### config.mk
export PLATFORM = sky130hd
export DESIGN_NAME = uart_tx_framer
export DESIGN_NICKNAME = d
export VERILOG_FILES = /design/src/rtl/uart_tx_framer.sv
export SDC_FILE = /design/constraint.sdc
export NUM_CORES = 1
export LEC_CHECK = 0
export ABC_AREA = 1
export BUFFER_PORTS_ARGS = -buffer_cell sky130_fd_sc_hd__buf_2
export CORE_ASPECT_RATIO = 0.8
export CORE_UTILIZATION = 45
export DETAILED_ROUTE_END_ITERATION = 8
export HOLD_SLACK_MARGIN = 0.06
export PLACE_DENSITY = 0.75
export SYNTH_ARGS = -nofsm -noshare
export SYNTH_HDL_FRONTEND = slang
export SYNTH_SLANG_ARGS = --single-unit
### constraint.sdc
create_clock -name clk -period 1.2 [get_ports clk]
set_clock_uncertainty 0.05 [all_clocks]
set_input_delay 0.18 -clock clk [delete_from_list [all_inputs] [get_ports clk]]
set_output_delay 0.18 -clock clk [all_outputs]
set_load 0.1 [all_outputs]
### src/rtl/uart_tx_framer.sv
// uart_tx_framer: serialises one word per start strobe as start, LSB-first data, optional parity and stop bits,
// pacing each bit on the tick counter's bit_tick and realigning that counter with tick_load at frame start.
module uart_tx_framer #(
    parameter int DATA_BITS  = 8,
    parameter int STOP_BITS  = 1,
    parameter int PARITY_EN  = 0,
    parameter int PARITY_ODD = 0
) (
    input  logic                 clk,
    input  logic                 reset,
    input  logic                 bit_tick,
    input  logic                 start,
    input  logic [DATA_BITS-1:0] data_in,
    output logic                 tick_cs,
    output logic                 tick_load,
    output logic                 tx,
    output logic                 busy,
    output logic                 done
);
    typedef enum logic [2:0] {IDLE, START, DATA, PARITY, STOP} state_t;
    state_t               state_q, state_d;
    logic [DATA_BITS-1:0] shift_q, shift_d;
    logic [2:0]           cnt_q, cnt_d;
    logic                 par_q, par_d;
    logic                 tx_q, tx_d;
    logic                 busy_q, busy_d;
    logic                 done_q, done_d;
    logic                 cs_q, cs_d;
    logic                 load_q, load_d;
    logic                 tick;
    // A tick landing on the realignment cycle belongs to the old period, so the start bit gets a full one.
    assign tick = bit_tick && !load_q;
    always_comb begin
        state_d = state_q;
        shift_d = shift_q;
        cnt_d   = cnt_q;
        par_d   = par_q;
        tx_d    = tx_q;
        busy_d  = busy_q;
        done_d  = 1'b0;
        cs_d    = cs_q;
        load_d  = 1'b0;
        case (state_q)
            IDLE: if (start) begin
                state_d = START;
                shift_d = data_in;
                cnt_d   = '0;
                par_d   = (^data_in) ^ (PARITY_ODD != 0);
                tx_d    = 1'b0;
                busy_d  = 1'b1;
                cs_d    = 1'b1;
                load_d  = 1'b1;
            end
            START: if (tick) begin
                state_d = DATA;
                tx_d    = shift_q[0];
            end
            DATA: if (tick) begin
                shift_d = shift_q >> 1;
                cnt_d   = cnt_q + 3'd1;
                tx_d    = shift_d[0];
                if (cnt_q == 3'(DATA_BITS - 1)) begin
                    cnt_d   = '0;
                    state_d = (PARITY_EN != 0) ? PARITY : STOP;
                    tx_d    = (PARITY_EN != 0) ? par_q : 1'b1;
                end
            end
            PARITY: if (tick) begin
                state_d = STOP;
                tx_d    = 1'b1;
            end
            STOP: if (tick) begin
                cnt_d = cnt_q + 3'd1;
                if (cnt_q == 3'(STOP_BITS - 1)) begin
                    state_d = IDLE;
                    cnt_d   = '0;
                    busy_d  = 1'b0;
                    cs_d    = 1'b0;
                    done_d  = 1'b1;
                end
            end
            default: state_d = IDLE;
        endcase
    end
    always_ff @(posedge clk) begin
        if (!reset) begin
            state_q <= IDLE;
            shift_q <= '0;
            cnt_q   <= '0;
            par_q   <= 1'b0;
            tx_q    <= 1'b1;
            busy_q  <= 1'b0;
            done_q  <= 1'b0;
            cs_q    <= 1'b0;
            load_q  <= 1'b0;
        end else begin
            state_q <= state_d;
            shift_q <= shift_d;
            cnt_q   <= cnt_d;
            par_q   <= par_d;
            tx_q    <= tx_d;
            busy_q  <= busy_d;
            done_q  <= done_d;
            cs_q    <= cs_d;
            load_q  <= load_d;
        end
    end
    assign tx        = tx_q;
    assign busy      = busy_q;
    assign done      = done_q;
    assign tick_cs   = cs_q;
    assign tick_load = load_q;
endmodule

======== Word-level counts from Yosys, hierarchy flattened ========
Index checks and enable logic that the tools add are counted.
word-level totals
  register bits after elaboration ......... 18
  bits of input ports ..................... 12
  output and inout port bits .............. 5
  logic and storage cells ................. 64
operators by class
  $add $sub $neg .......................... 1
  eq/ne operators ......................... 12
  muxes and demuxes ....................... 29
  reductions and logical operators ........ 15
operators by type and width
  kind                                            count
  2-to-1 mux 3 bit                                12
  2-to-1 mux 8 bit                                2
  case mux 8 bit (2 select lines)                 1
  case mux 3 bit (5 select lines)                 1
  inequality test 2 bit (second input constant)   7
  2-to-1 mux 1 bit                                10
  case mux 3 bit (3 select lines)                 1
  AND reduction 4 bit                             2
  AND reduction 7 bit                             1
  == test 3 x 2 -> 1 bit (second input constant)  2
  == test 3 bit (second input constant)           2
  logical NOT 3 bit                               2
  AND reduction 3 bit                             2
  AND reduction 5 bit                             1
  case mux 1 bit (4 select lines)                 1
  nonzero test 2 bit                              2
  nonzero test 4 bit                              1
  adder 3 x 1 -> 3 bit (second input constant)    1
  == test 3 x 1 -> 1 bit (second input constant)  1
  nonzero test 3 bit                              1
  case mux 1 bit (2 select lines)                 1
  AND reduction 2 bit                             1
  logical AND 1 bit                               1
  logical NOT 1 bit                               1

======== Longest topological paths before layout ========
Gate-level depths: netlist of the first run.
  depth after elaboration ................. 4
  gate-level depth with buffers ........... 10
  gate-level depth less buffers ........... 9

======== Least setup slack after synthesis of the first run ========
Ideal clock, no wire load.
  path type ............................... register -> register
  from .................................... register load_q (netlist: tick_load)
  to ...................................... register cnt_q[0]
  library setup time ...................... 114 ps
  arrival ................................. 1600 ps
  data required time ...................... 1036 ps
  slack ................................... -563 ps
  cell stages (with the launch flop) ...... 10
  buffers on the path ..................... 0
  period minus slack after synthesis ...... 1763 ps
  path through ............................ dfxtp_1 inv_1 nand2_1 nand3_1 nand2_1 inv_2 nand2_1 nand2_1 nand2_1 nor2_1
between the ends
  cells in the longest elaborated chain, start to end .. 4
  elaborated cells between the ends (all ways) .. 5
  classes of those cells .................. eq/ne: 2; reduce/logical: 3
RTL lines
  item                                    RTL line  RTL
  start, declared                         29        logic load_q, load_d;
  start signal, assigned                  105       load_q <= load_d;
  logical NOT 1 bit *                     32        assign tick = bit_tick && !load_q;
  logical AND 1 bit *                     32
  inequality test 2 bit (no source line)  -
  AND reduction 4 bit (no source line) *  -
  end signal, assigned                    99        cnt_q <= cnt_d;
  end, declared                           23        logic [2:0] cnt_q, cnt_d;
Every way passes the cells marked *; elsewhere a longest branch is shown, timed or not.
A chain may end at the register's enable or synchronous reset.

======== Final worst setup path of the first run ========
  from .................................... register state_q[2]
  to ...................................... register cnt_q[1]
between the ends
  cells in the longest elaborated chain, start to end .. 3
  elaborated cells between the ends (all ways) .. 9
  classes of those cells .................. eq/ne: 5; mux: 1; reduce/logical: 3
RTL lines
  item                                                                                 RTL line  RTL
  start, declared                                                                      21        state_t state_q, state_d;
  start signal, assigned                                                               97        state_q <= state_d;
  == test 3 x 2 -> 1 bit (tied with other cells)                                       43        case (state_q)
  inequality test 2 bit (no source line) / nonzero test 3 bit (equally long branches)  -
  AND reduction 4 bit (no source line)                                                 -
Several ways; a longest one is shown, not always the timed one.

==> impl_results.md, run 1 <==
* Clock Latency Late Sink at 0.32 ns
* PwrDens at approximately 3000 nW/um^2
* Routability congestion estimate at 0.851
* Main combinational cell family by area after synthesis: simple AND/OR/NAND/NOR gates
* Initial Util at 0.498
* Synth cell count leaders: nand2_1, nor2_1, dfxtp_1
* Post-Synth Adder-Cell Area at 0.0384
* First-pass DRT Iterations at 4
* Grt ovf at 0
* Nets at approximately 200
* Worst r2r dst: cnt_q[1]$_SDFFE_PN0P_
* Seq/Total Area, Yosys at 0.369
* Post-synthesis compound-gate area fraction at 0.120
* Core Box Area at 1960 sq um
* Maximum number of pins on one net before global-route repair at 11
* Multiplexer share of the synthesized area at 0
* DR WL/cell at 13.0 microns
* Final Max Tran Viols at 0
* First-pass GRT wire length at between 4000 and 5000 microns
* Critical path startpoint category: flop
* Final Non-Filler Cells at slightly above 200
* Internal power at 2.17 mW
* # port buffers at 16
* Clock buffer count from CTS at 3
* Syn Area/Cell at around 6.7 sq um
* Final min period at 1.27 ns
* Share of layout cells above drive strength 1 at 0.469
* Clock Power Share at 0.078
* Placed Cells at 195
* CTS HTree Levels at 1
* Die footprint at about 2400 sq um
* Hold Crit Class: in2reg
* Run status: finished, violations left
* Leak Pwr at 0.675 nW
* Die width at 54.1 microns
* Warning count from the yosys run at 0
* Post-synthesis simple-gate area fraction at 0.375
* Final Cell Area at 1470 sq um
* Sw Ratio at 0.499
* Post-Synthesis Cells at 146
* Area share of the largest cell type after synthesis at 0.369
* Worst rel slew slack at 0.821
* WS Path Type: reg2reg
* Ys async rst share at 0
* Dpl cell area at 1260 sq um
* DRC viols at 0
* Worst Slack Setup Final at -0.0665 ns
* Initial drt markers at 24
* Comb pwr share at 0.671
* Post-synth top flop: dfxtp_1
* Max-cap viol count at 0
* Hold Path Depth at 3
* Initial antenna violation count at 0
* Peak supply drop at between 0.002 and 0.0025 V
* Max clock buf depth at 2
* Req. time, crit path at 1.36 ns
* Die Span Y at 43.7 microns
* Row cnt at 14
* RSZ-0062 raised after global routing: true
* R2R Setup Slk at -0.07 ns
* Endpoint type of the worst setup path: flop
* Detailed Route WL at 2640 microns
* CTS tree: done
* R2R depth at 8
* Mapped Area at about 980 sq um
* Failing checks: setup timing
* Most frequent cell after synthesis: nand2_1
* Post-synthesis xor/xnor area fraction at 0
* Tot GR Track Use at 0.270
* Post-Syn Nets at 161
* Vias per cell at 5.08
* Largest cells by area after synthesis: dfxtp_1, nand2_1, nor2_1
* Psw at 2.16 mW
* Max Freq at ~790 MHz
* Fill cells at 142
* Total number of vias at a little over 1k
* Utilization after layout at 0.748
* Post-synth top area cell: dfxtp_1
* Final setup vio count at 14
* Vias in the first global route at 964
* Crit-path max FO at 4
* # diodes at 0
* Reg2reg start: state_q[2]$_SDFFE_PN0P_
* Root buffer cell: clkbuf_4
* Worst hold endpoint: shift_q[7]$_SDFFE_PN0P_
* Yosys reg bits at 18
* Least-Margin Pin Slew at 0.266 ns
* Yosys cell types at 25
* I/O Pins at 17
* Syn-to-layout area delta at 50.2%
* Final Hold Viols at 0
* Sequential power share at 0.251
* CTS clock-pin slew for the worst setup and hold paths at about 0.11 ns
* Critical hold path startpoint: data_in[7]
* Sink Count at 18
* DPL Wire Length at 1680 microns
* Number of synthesized flops with an enable pin at 0
* Fin crit share at 1.06
* Routed Antenna Nets at 0
* Worst Path Arrival at 1.42 ns
-- kinds of logic (layout without fill, tap and decap cells) --
group,after synthesis,count (layout)
simple gates,84,85
flops,18,18
fa+ha+maj,3,3
buf+inv,20,52
compound gates,21,21
-- critical path: stages, from the launching register on --
cell and delay [ns]:
dfxtp_4 0.38, clkinv_4 0.07, nand2_4 0.06, nor2_4 0.16, nand2_4 0.10, nand2_2 0.08
nand2_2 0.07, o21ai_1 0.13, nor2_1 0.06
-- registers in the layout, indices dropped and copies added (netlist names) --
register,cells
cnt_q,3
done,1
shift_q,8
state_q,3
tick_cs,1
tick_load,1
tx,1
-- stage by stage --
stage | hold WS (ns) | setup TNS [ns] | power, mW | setup WS [ns]
2_1_floorplan | 0.269 | -0.183 | 2.63 | -0.0531
3_3_place_gp | 0.408 | -0.747 | 3.32 | -0.0794
3_5_place_dp | 0.410 | -1.17 | 3.38 | -0.131
4_1_cts | 0.0830 | -0.225 | 4.19 | -0.0317
5_1_grt | 0.0726 | -1.65 | 4.63 | -0.152
6_report | 0.0804 | -0.587 | 4.33 | -0.0665
-- worst max-delay path by stage --
stage	start	slack, ns	end	cells after the start
3_5_place_dp	cnt_q[0]$_SDFFE_PN0P_	-0.13	state_q[2]$_SDFFE_PN0P_	8
3_3_place_gp	cnt_q[0]$_SDFFE_PN0P_	-0.08	state_q[1]$_SDFFE_PN0P_	8
2_1_floorplan	tick_load$_SDFF_PN0_	-0.05	cnt_q[0]$_SDFFE_PN0P_	9
5_1_grt	state_q[2]$_SDFFE_PN0P_	-0.15	cnt_q[1]$_SDFFE_PN0P_	8
4_1_cts	state_q[2]$_SDFFE_PN0P_	-0.03	shift_q[5]$_SDFFE_PN0P_	8
6_report	state_q[2]$_SDFFE_PN0P_	-0.07	cnt_q[1]$_SDFFE_PN0P_	8
-- power by group through the flow --
stage	Clock, mW	Sequential, mW	Combinational (mW)
floorplan	0	1.22	1.41
global placement	0	1.01	2.31
detailed placement	0	1.02	2.36
CTS	0.338	1.08	2.77
global route	0.378	1.11	3.15
finish	0.337	1.09	2.91
-- cells in the final DEF, fill, tap and decap left out, types with 4 or more instances in the layout --
cell type | synthesis | final
buf_2 | 1 | 11
buf_12 | 0 | 5
dfxtp_4 | 0 | 6
nand3_1 | 8 | 4
nand2_2 | 4 | 9
inv_1 | 10 | 6
buf_4 | 2 | 15
nand2_1 | 38 | 31
o21ai_1 | 8 | 10
inv_2 | 4 | 7
dfxtp_1 | 18 | 10
nand2_4 | 2 | 5
nor2_1 | 26 | 23
-- timing repair --
action | 4_1_cts | 5_1_grt
endpoints found under the setup margin | 16 | 15
setup buffers | 3 | 0
pin swaps | 22 | 4
gates resized for setup | 37 | 6
gates cloned | 1 | 0
hold buffers | 0 | 0
-- layout make-up --
| class | count | area (sq um) | share of cell area |
|---|---|---|---|
| multi-input combinational | 109 | 674 | 0.460 |
| sequential | 18 | 385 | 0.263 |
| timing repair buffer | 32 | 279 | 0.190 |
| inverter | 16 | 72.6 | 0.0494 |
| tap | 24 | 30.0 | 0.0205 |
| clock buffer | 4 | 26.3 | 0.0179 |
-- per-layer routing --
layer,share of wire,routed length [microns],GRT usage
met5,0,0,0
met4,0.029,76,0.169
met3,0.053,140,0.0842
met2,0.49,1300,0.440
met1,0.42,1120,0.304
(Power assumes the default switching activity.)
==> run 2: changes to the inputs <==
Settings changed: BUFFER_PORTS_ARGS -buffer_cell sky130_fd_sc_hd__buf_2 to default, DONT_BUFFER_PORTS from default to 1, PLACE_DENSITY 0.75 to 0.68.
==> impl_results.md, run 2 (synthesis gave the netlist of run 1 again) <==
* Run status: finished, violations left (unchanged)
* Failing checks: hold timing, setup timing (was setup timing)
* Commonest non-fill, non-tap cells in the layout: nand2_1, nor2_1, buf_4, dfxtp_1, nand2_4 (was nand2_1, nor2_1, buf_4, buf_2)
* Initial antenna violation count at 0 (unchanged)
* CTS clock-pin slew for the worst setup and hold paths at 0.12 ns (was 0.11 ns)
* Max clock buf depth at 2 (unchanged)
* Worst rel slew slack at 0.817 (was 0.821)
* Final Hold Viols at 13 (was 0)
* Worst r2r dst: cnt_q[0]$_SDFFE_PN0P_ (was cnt_q[1]$_SDFFE_PN0P_)
* Largest register FFs at 8 (unchanged)
* Max Freq at 747 MHz (was 790 MHz)
* Peak supply drop at 0.00249 V (was 0.00204 V)
* Fill cells at 119 (was 142)
* Nets at 188 (was 195)
* Clock buffer count from CTS at 3 (unchanged)
* Worst path slowest cell: dfxtp_4 (unchanged)
* First-pass GRT wire length at 4330 microns (was 4340 microns)
* Crit-path max FO at 4 (unchanged)
* Least-Margin Pin Slew at 0.277 ns (was 0.266 ns)
* Regs by FF count: shift_q (8), cnt_q (3), state_q (3) (unchanged)
* Final Non-Filler Cells at 196 (was 203)
* Worst Slack Setup Final at -0.139 ns (was -0.0665 ns)
* CP Depth at 8 (unchanged)
* Leak Pwr at 0.665 nW (was 0.675 nW)
* Clock Power Share at 0.069 (was 0.078)
* Comb pwr share at 0.701 (was 0.671)
* CP max stage delay at 0.39 ns (was 0.38 ns)
* Critical path startpoint category: flop (unchanged)
* Endpoint type of the worst setup path: flop (unchanged)
* Maximum number of pins on one net before global-route repair at 16 (was 11)
* Routed Antenna Nets at 0 (unchanged)
* R2R depth at 8 (unchanged)
* Worst Path Arrival at 1.50 ns (was 1.42 ns)
* R2R Setup Slk at -0.14 ns (was -0.07 ns)
* Sequential power share at 0.230 (was 0.251)
* Psw at 2.47 mW (was 2.16 mW)
* CTS HTree Levels at 1 (unchanged)
* Detailed Route WL at 3170 microns (was 2640 microns)
* Routability congestion estimate at 0.866 (was 0.851)
* Tot GR Track Use at 0.257 (was 0.270)
* CTS tree: done (unchanged)
* Reg2reg start: state_q[1]$_SDFFE_PN0P_ (was state_q[2]$_SDFFE_PN0P_)
* CP Launch Point: state_q[1]$_SDFFE_PN0P_ (was state_q[2]$_SDFFE_PN0P_)
* # diodes at 0 (unchanged)
* Total number of vias at 1097 (was 1031)
* First-pass DRT Iterations at 4 (unchanged)
* WS Path Type: reg2reg (unchanged)
* Core Box Area at 1960 sq um (unchanged)
* Critical path cell sequence: nor2_4 -> nand3_4 -> nand2_4 -> inv_2 -> nand2_4 -> nand2_2 -> nand2_2 -> nor2_2 (was clkinv_4 -> nand2_4 -> nor2_4 -> nand2_4 -> nand2_2 -> nand2_2 -> o21ai_1 -> nor2_1)
* Final min period at 1.34 ns (was 1.27 ns)
* Placed Cells at 184 (was 195)
* Clock Latency Late Sink at 0.31 ns (was 0.32 ns)
* RSZ-0062 raised after global routing: true (unchanged)
* Hold Slack at -0.0800 ns (was 0.0804 ns)
* PwrDens at 3140 nW/um^2 (was 2950 nW/um^2)
* Row cnt at 14 (unchanged)
* DRC viols at 0 (unchanged)
* Fin crit share at 1.12 (was 1.06)
* Sw Ratio at 0.514 (was 0.499)
* Vias per cell at 5.60 (was 5.08)
* Reg with most FFs: shift_q (unchanged)
* Vias in the first global route at 1033 (was 964)
* Syn-to-layout area delta at 56.6% (was 50.2%)
* Most common cell after layout, fill and taps aside: nand2_1 (unchanged)
* Initial drt markers at 37 (was 24)
* Root buffer cell: clkbuf_4 (unchanged)
* Sink Count at 18 (unchanged)
* Internal power at 2.33 mW (was 2.17 mW)
* Worst setup endpoint: cnt_q[0]$_SDFFE_PN0P_ (was cnt_q[1]$_SDFFE_PN0P_)
* I/O Pins at 17 (unchanged)
* Final setup vio count at 16 (was 14)
* DR WL/cell at 16.2 microns (was 13.0 microns)
* Final Max Tran Viols at 0 (unchanged)
* Share of layout cells above drive strength 1 at 0.512 (was 0.469)
* Power Total at 4.80 mW (was 4.33 mW)
* Req. time, crit path at 1.37 ns (was 1.36 ns)
* Cts hold-fix bufs at 2 (was 0)
* Hold Crit Class: in2reg (unchanged)
* Cell family with most CP delay: simple AND/OR/NAND/NOR gates (unchanged)
* Grt ovf at 0 (unchanged)
* Die width at 54.1 microns (unchanged)
* Initial Util at 0.498 (unchanged)
* Die footprint at 2360 sq um (unchanged)
* Max-cap viol count at 0 (unchanged)
* # port buffers at 0 (was 16)
* Die Span Y at 43.7 microns (unchanged)
* DPL Wire Length at 1640 microns (was 1680 microns)
* Utilization after layout at 0.780 (was 0.748)
* Buffer and inverter count on the worst path at 1 (unchanged)
[run 2: timing repair]
action / 4_1_cts / 5_1_grt
gates cloned: 1 / 0
endpoints found under the setup margin: 15 / 17
setup buffers: 0 / 5
gates resized for setup: 29 / 38
endpoints found under the hold margin: 18 / 15
pin swaps: 16 / 20
[run 2: area by class of cell]
cell class / instances / area [sq um] / area share
clock buffers: 3 / 22.5 / 0.0147
clock inverters: 1 / 3.75 / 0.00245
inverters: 16 / 72.6 / 0.0474
multi-input cells: 109 / 759 / 0.496
flip-flops and latches: 18 / 388 / 0.253
well taps: 24 / 30.0 / 0.0196
repair buffers: 25 / 254 / 0.166
[run 2: worst min-delay path by stage]
stage / start / endpoint / slack [ns] / cells after the start
6_report: reset / tx$_SDFFE_PN1P_ / -0.08 / 1
3_3_place_gp: reset / tx$_SDFFE_PN1P_ / 0.22 / 1
3_5_place_dp: reset / tx$_SDFFE_PN1P_ / 0.23 / 1
5_1_grt: reset / tx$_SDFFE_PN1P_ / -0.08 / 1
2_1_floorplan: reset / cnt_q[1]$_SDFFE_PN0P_ / 0.27 / 2
4_1_cts: reset / tx$_SDFFE_PN1P_ / -0.09 / 1
[run 2: stage by stage]
stage	area (sq um)	TNS, ns	setup WS [ns]
2_1_floorplan	1000	-0.183	-0.0531
3_3_place_gp	1180	-0.769	-0.102
3_5_place_dp	1180	-1.00	-0.111
4_1_cts	1330	-0.346	-0.0649
5_1_grt	1530	-2.20	-0.176
6_report	1530	-1.45	-0.139
[run 2: worst reg2reg max path, stage by stage (launching register included)]
cell	delay (ns)
dfxtp_4	0.39
nor2_4	0.24
nand3_4	0.16
nand2_4	0.12
inv_2	0.05
nand2_4	0.08
nand2_2	0.06
nand2_2	0.08
nor2_2	0.05
[run 2: per-layer routing]
metal	vias up	global-route usage	routed length, microns
met5	-	0	0
met4	0	0.0718	89
met3	10	0.0807	218
met2	49	0.412	1500
met1	520	0.333	1360
li1	518	-	-
[run 2: power by group through the flow]
stage / combinational, mW / sequential, mW / clock (mW)
finish: 3.37 / 1.10 / 0.331
floorplan: 1.41 / 1.22 / 0
global placement: 2.27 / 0.996 / 0
detailed placement: 2.31 / 1.00 / 0
global route: 3.60 / 1.12 / 0.351
CTS: 2.57 / 1.06 / 0.331
==> run 3: changes to the inputs <==
Settings changed: CORE_UTILIZATION 45 to 54, PLACE_DENSITY 0.68 to 0.78.
==> impl_results.md, run 3 (synthesis gave the netlist of run 1 again) <==
* # diodes at 0 (unchanged)
* Clock Latency Late Sink at 0.31 ns (about the same)
* Grt ovf at 0 (unchanged)
* Fin crit share at 1.16 (was 1.12)
* Critical path startpoint category: flop (unchanged)
* Total number of vias at 1152 (was 1097)
* DPL Wire Length at 1770 microns (was 1640 microns)
* Die Span Y at 40.1 microns (was 43.7 microns)
* Row cnt at 13 (was 14)
* RSZ-0062 raised after global routing: true (unchanged)
* Largest register FFs at 8 (unchanged)
* Cts hold-fix bufs at 1 (was 2)
* Sink Count at 18 (unchanged)
* Final Non-Filler Cells at 193 (was 196)
* First-pass GRT wire length at 4350 microns (was 4330 microns)
* Crit-path max FO at 6 (was 4)
* CP max stage delay at 0.38 ns (was 0.39 ns)
* CTS HTree Levels at 1 (unchanged)
* Sum Neg Setup Slack at -2.06 ns (was -1.45 ns)
* Root buffer cell: clkbuf_4 (unchanged)
* Final min period at 1.39 ns (was 1.34 ns)
* Worst rel slew slack at 0.816 (was 0.817)
* Maximum number of pins on one net before global-route repair at 16 (unchanged)
* Vias per cell at 5.97 (was 5.60)
* Syn-to-layout area delta at 45.1% (was 56.6%)
* Cell family with most CP delay: flip-flops (was simple AND/OR/NAND/NOR gates)
* Worst path slowest cell: dfxtp_4 (unchanged)
* Max clock buf depth at 2 (unchanged)
* Max-cap viol count at 0 (unchanged)
* Initial Util at 0.589 (was 0.498)
* Hold Path Depth at 1 (unchanged)
* R2R depth at 8 (unchanged)
* Most common cell after layout, fill and taps aside: nand2_1 (unchanged)
* Least-Margin Pin Slew at 0.278 ns (was 0.277 ns)
* Reg with most FFs: shift_q (unchanged)
* Core Box Area at 1660 sq um (was 1960 sq um)
* Leak Pwr at 0.645 nW (was 0.665 nW)
* DRC viols at 0 (unchanged)
* Routed Antenna Nets at 0 (unchanged)
* Final Max Tran Viols at 0 (unchanged)
* Detailed Route WL at 3370 microns (was 3170 microns)
* Crit-path most repeated cell: ha_4
* Initial drt markers at 85 (was 37)
* Hold Slack at -0.105 ns (was -0.0800 ns)
* Worst Slack Setup Final at -0.193 ns (was -0.139 ns)
* Worst Path Arrival at 1.59 ns (was 1.50 ns)
* CTS clock-pin slew for the worst setup and hold paths at 0.11 ns (was 0.12 ns)
* Failing checks: hold timing, setup timing (unchanged)
* Nets at 187 (was 188)
* WS Path Type: reg2reg (unchanged)
* Run status: finished, violations left (unchanged)
* I/O Pins at 17 (unchanged)
* Initial antenna violation count at 0 (unchanged)
* Routability congestion estimate at 0.837 (was 0.866)
* Critical path cell sequence: ha_4 -> ha_4 -> inv_4 -> nand2_2 -> nand2_4 -> o21bai_1 -> nand2_1 -> nor2_1 (was nor2_4 -> nand3_4 -> nand2_4 -> inv_2 -> nand2_4 -> nand2_2 -> nand2_2 -> nor2_2)
* Commonest non-fill, non-tap cells in the layout: nand2_1, nor2_1, buf_4, o21ai_1, dfxtp_1 (was nand2_1, nor2_1, buf_4, dfxtp_1, nand2_4)
* Utilization after layout at 0.854 (was 0.780)
* Final Hold Viols at 15 (was 13)
* Final setup vio count at 16 (unchanged)
* First-pass DRT Iterations at 4 (unchanged)
* Die width at 49.6 microns (was 54.1 microns)
* CP Depth at 8 (unchanged)
* Buffer and inverter count on the worst path at 1 (unchanged)
* Hold Crit Class: in2reg (unchanged)
* Vias in the first global route at 983 (was 1033)
* CTS tree: done (unchanged)
* Tot GR Track Use at 0.310 (was 0.257)
* Peak supply drop at 0.00255 V (was 0.00249 V)
* Regs by FF count: shift_q (8), cnt_q (3), state_q (3) (unchanged)
* Clock buffer count from CTS at 3 (unchanged)
* Req. time, crit path at 1.40 ns (was 1.37 ns)
* Max Freq at 718 MHz (was 747 MHz)
* PwrDens at 3170 nW/um^2 (was 3140 nW/um^2)
* Placed Cells at 183 (was 184)
* Die footprint at 1980 sq um (was 2360 sq um)
* Share of layout cells above drive strength 1 at 0.439 (was 0.512)
* Post-Place Setup Slack at -0.190 ns (was -0.111 ns)
* # port buffers at 0 (unchanged)
* DR WL/cell at 17.4 microns (was 16.2 microns)
* Endpoint type of the worst setup path: flop (unchanged)
## run 3: worst paths after layout
| check | startpoint | to | slack [ns] |
|---|---|---|---|
| worst min-delay path | reset | tx$_SDFFE_PN1P_ | -0.10 |
| worst min register to register | shift_q[7]$_SDFFE_PN0P_ | shift_q[7]$_SDFFE_PN0P_ | 0.43 |
| worst max-delay path | cnt_q[1]$_SDFFE_PN0P_ | state_q[0]$_SDFFE_PN0P_ | -0.19 |
| worst max register to register | cnt_q[1]$_SDFFE_PN0P_ | state_q[0]$_SDFFE_PN0P_ | -0.19 |
## run 3: report_power, final
part | total, mW | internal (mW) | switching, mW
registers | 1.10 | 0.859 | 0.237
logic | 3.07 | 1.17 | 1.90
clock network | 0.326 | 0.122 | 0.205
total | 4.49 | 2.15 | 2.34
## run 3: what timing repair did
item / in CTS / in global routing
gates resized for setup: 33 / 10
setup endpoints to repair: 16 / 17
endpoints found under the hold margin: 18 / 18
gates cloned: 1 / 0
setup buffers: 3 / 1
pin swaps: 11 / 10
## run 3: routing by layer
metal,share of wire,vias to the layer above,global-route usage
li1,-,516,-
met1,0.37,516,0.337
met2,0.47,92,0.574
met3,0.11,28,0.0947
met4,0.057,0,0.150
met5,0,-,0
## run 3: layout make-up
class / count / area, sq um
sequential: 18 / 383
inverter: 16 / 72.6
timing repair buffer: 24 / 231
clock buffer: 3 / 22.5
tap: 22 / 27.5
clock inverter: 1 / 3.75
fill: 91 / 241
multi-input combinational: 109 / 677
## run 3: per-stage QoR
step | cell area [sq um] | total power, mW | hold slack [ns]
detailed placement | 1180 | 3.35 | 0.226
floorplan | 1000 | 2.63 | 0.269
global route | 1420 | 4.72 | -0.0948
CTS | 1360 | 4.07 | -0.0889
global placement | 1180 | 3.26 | 0.221
finish | 1420 | 4.49 | -0.105
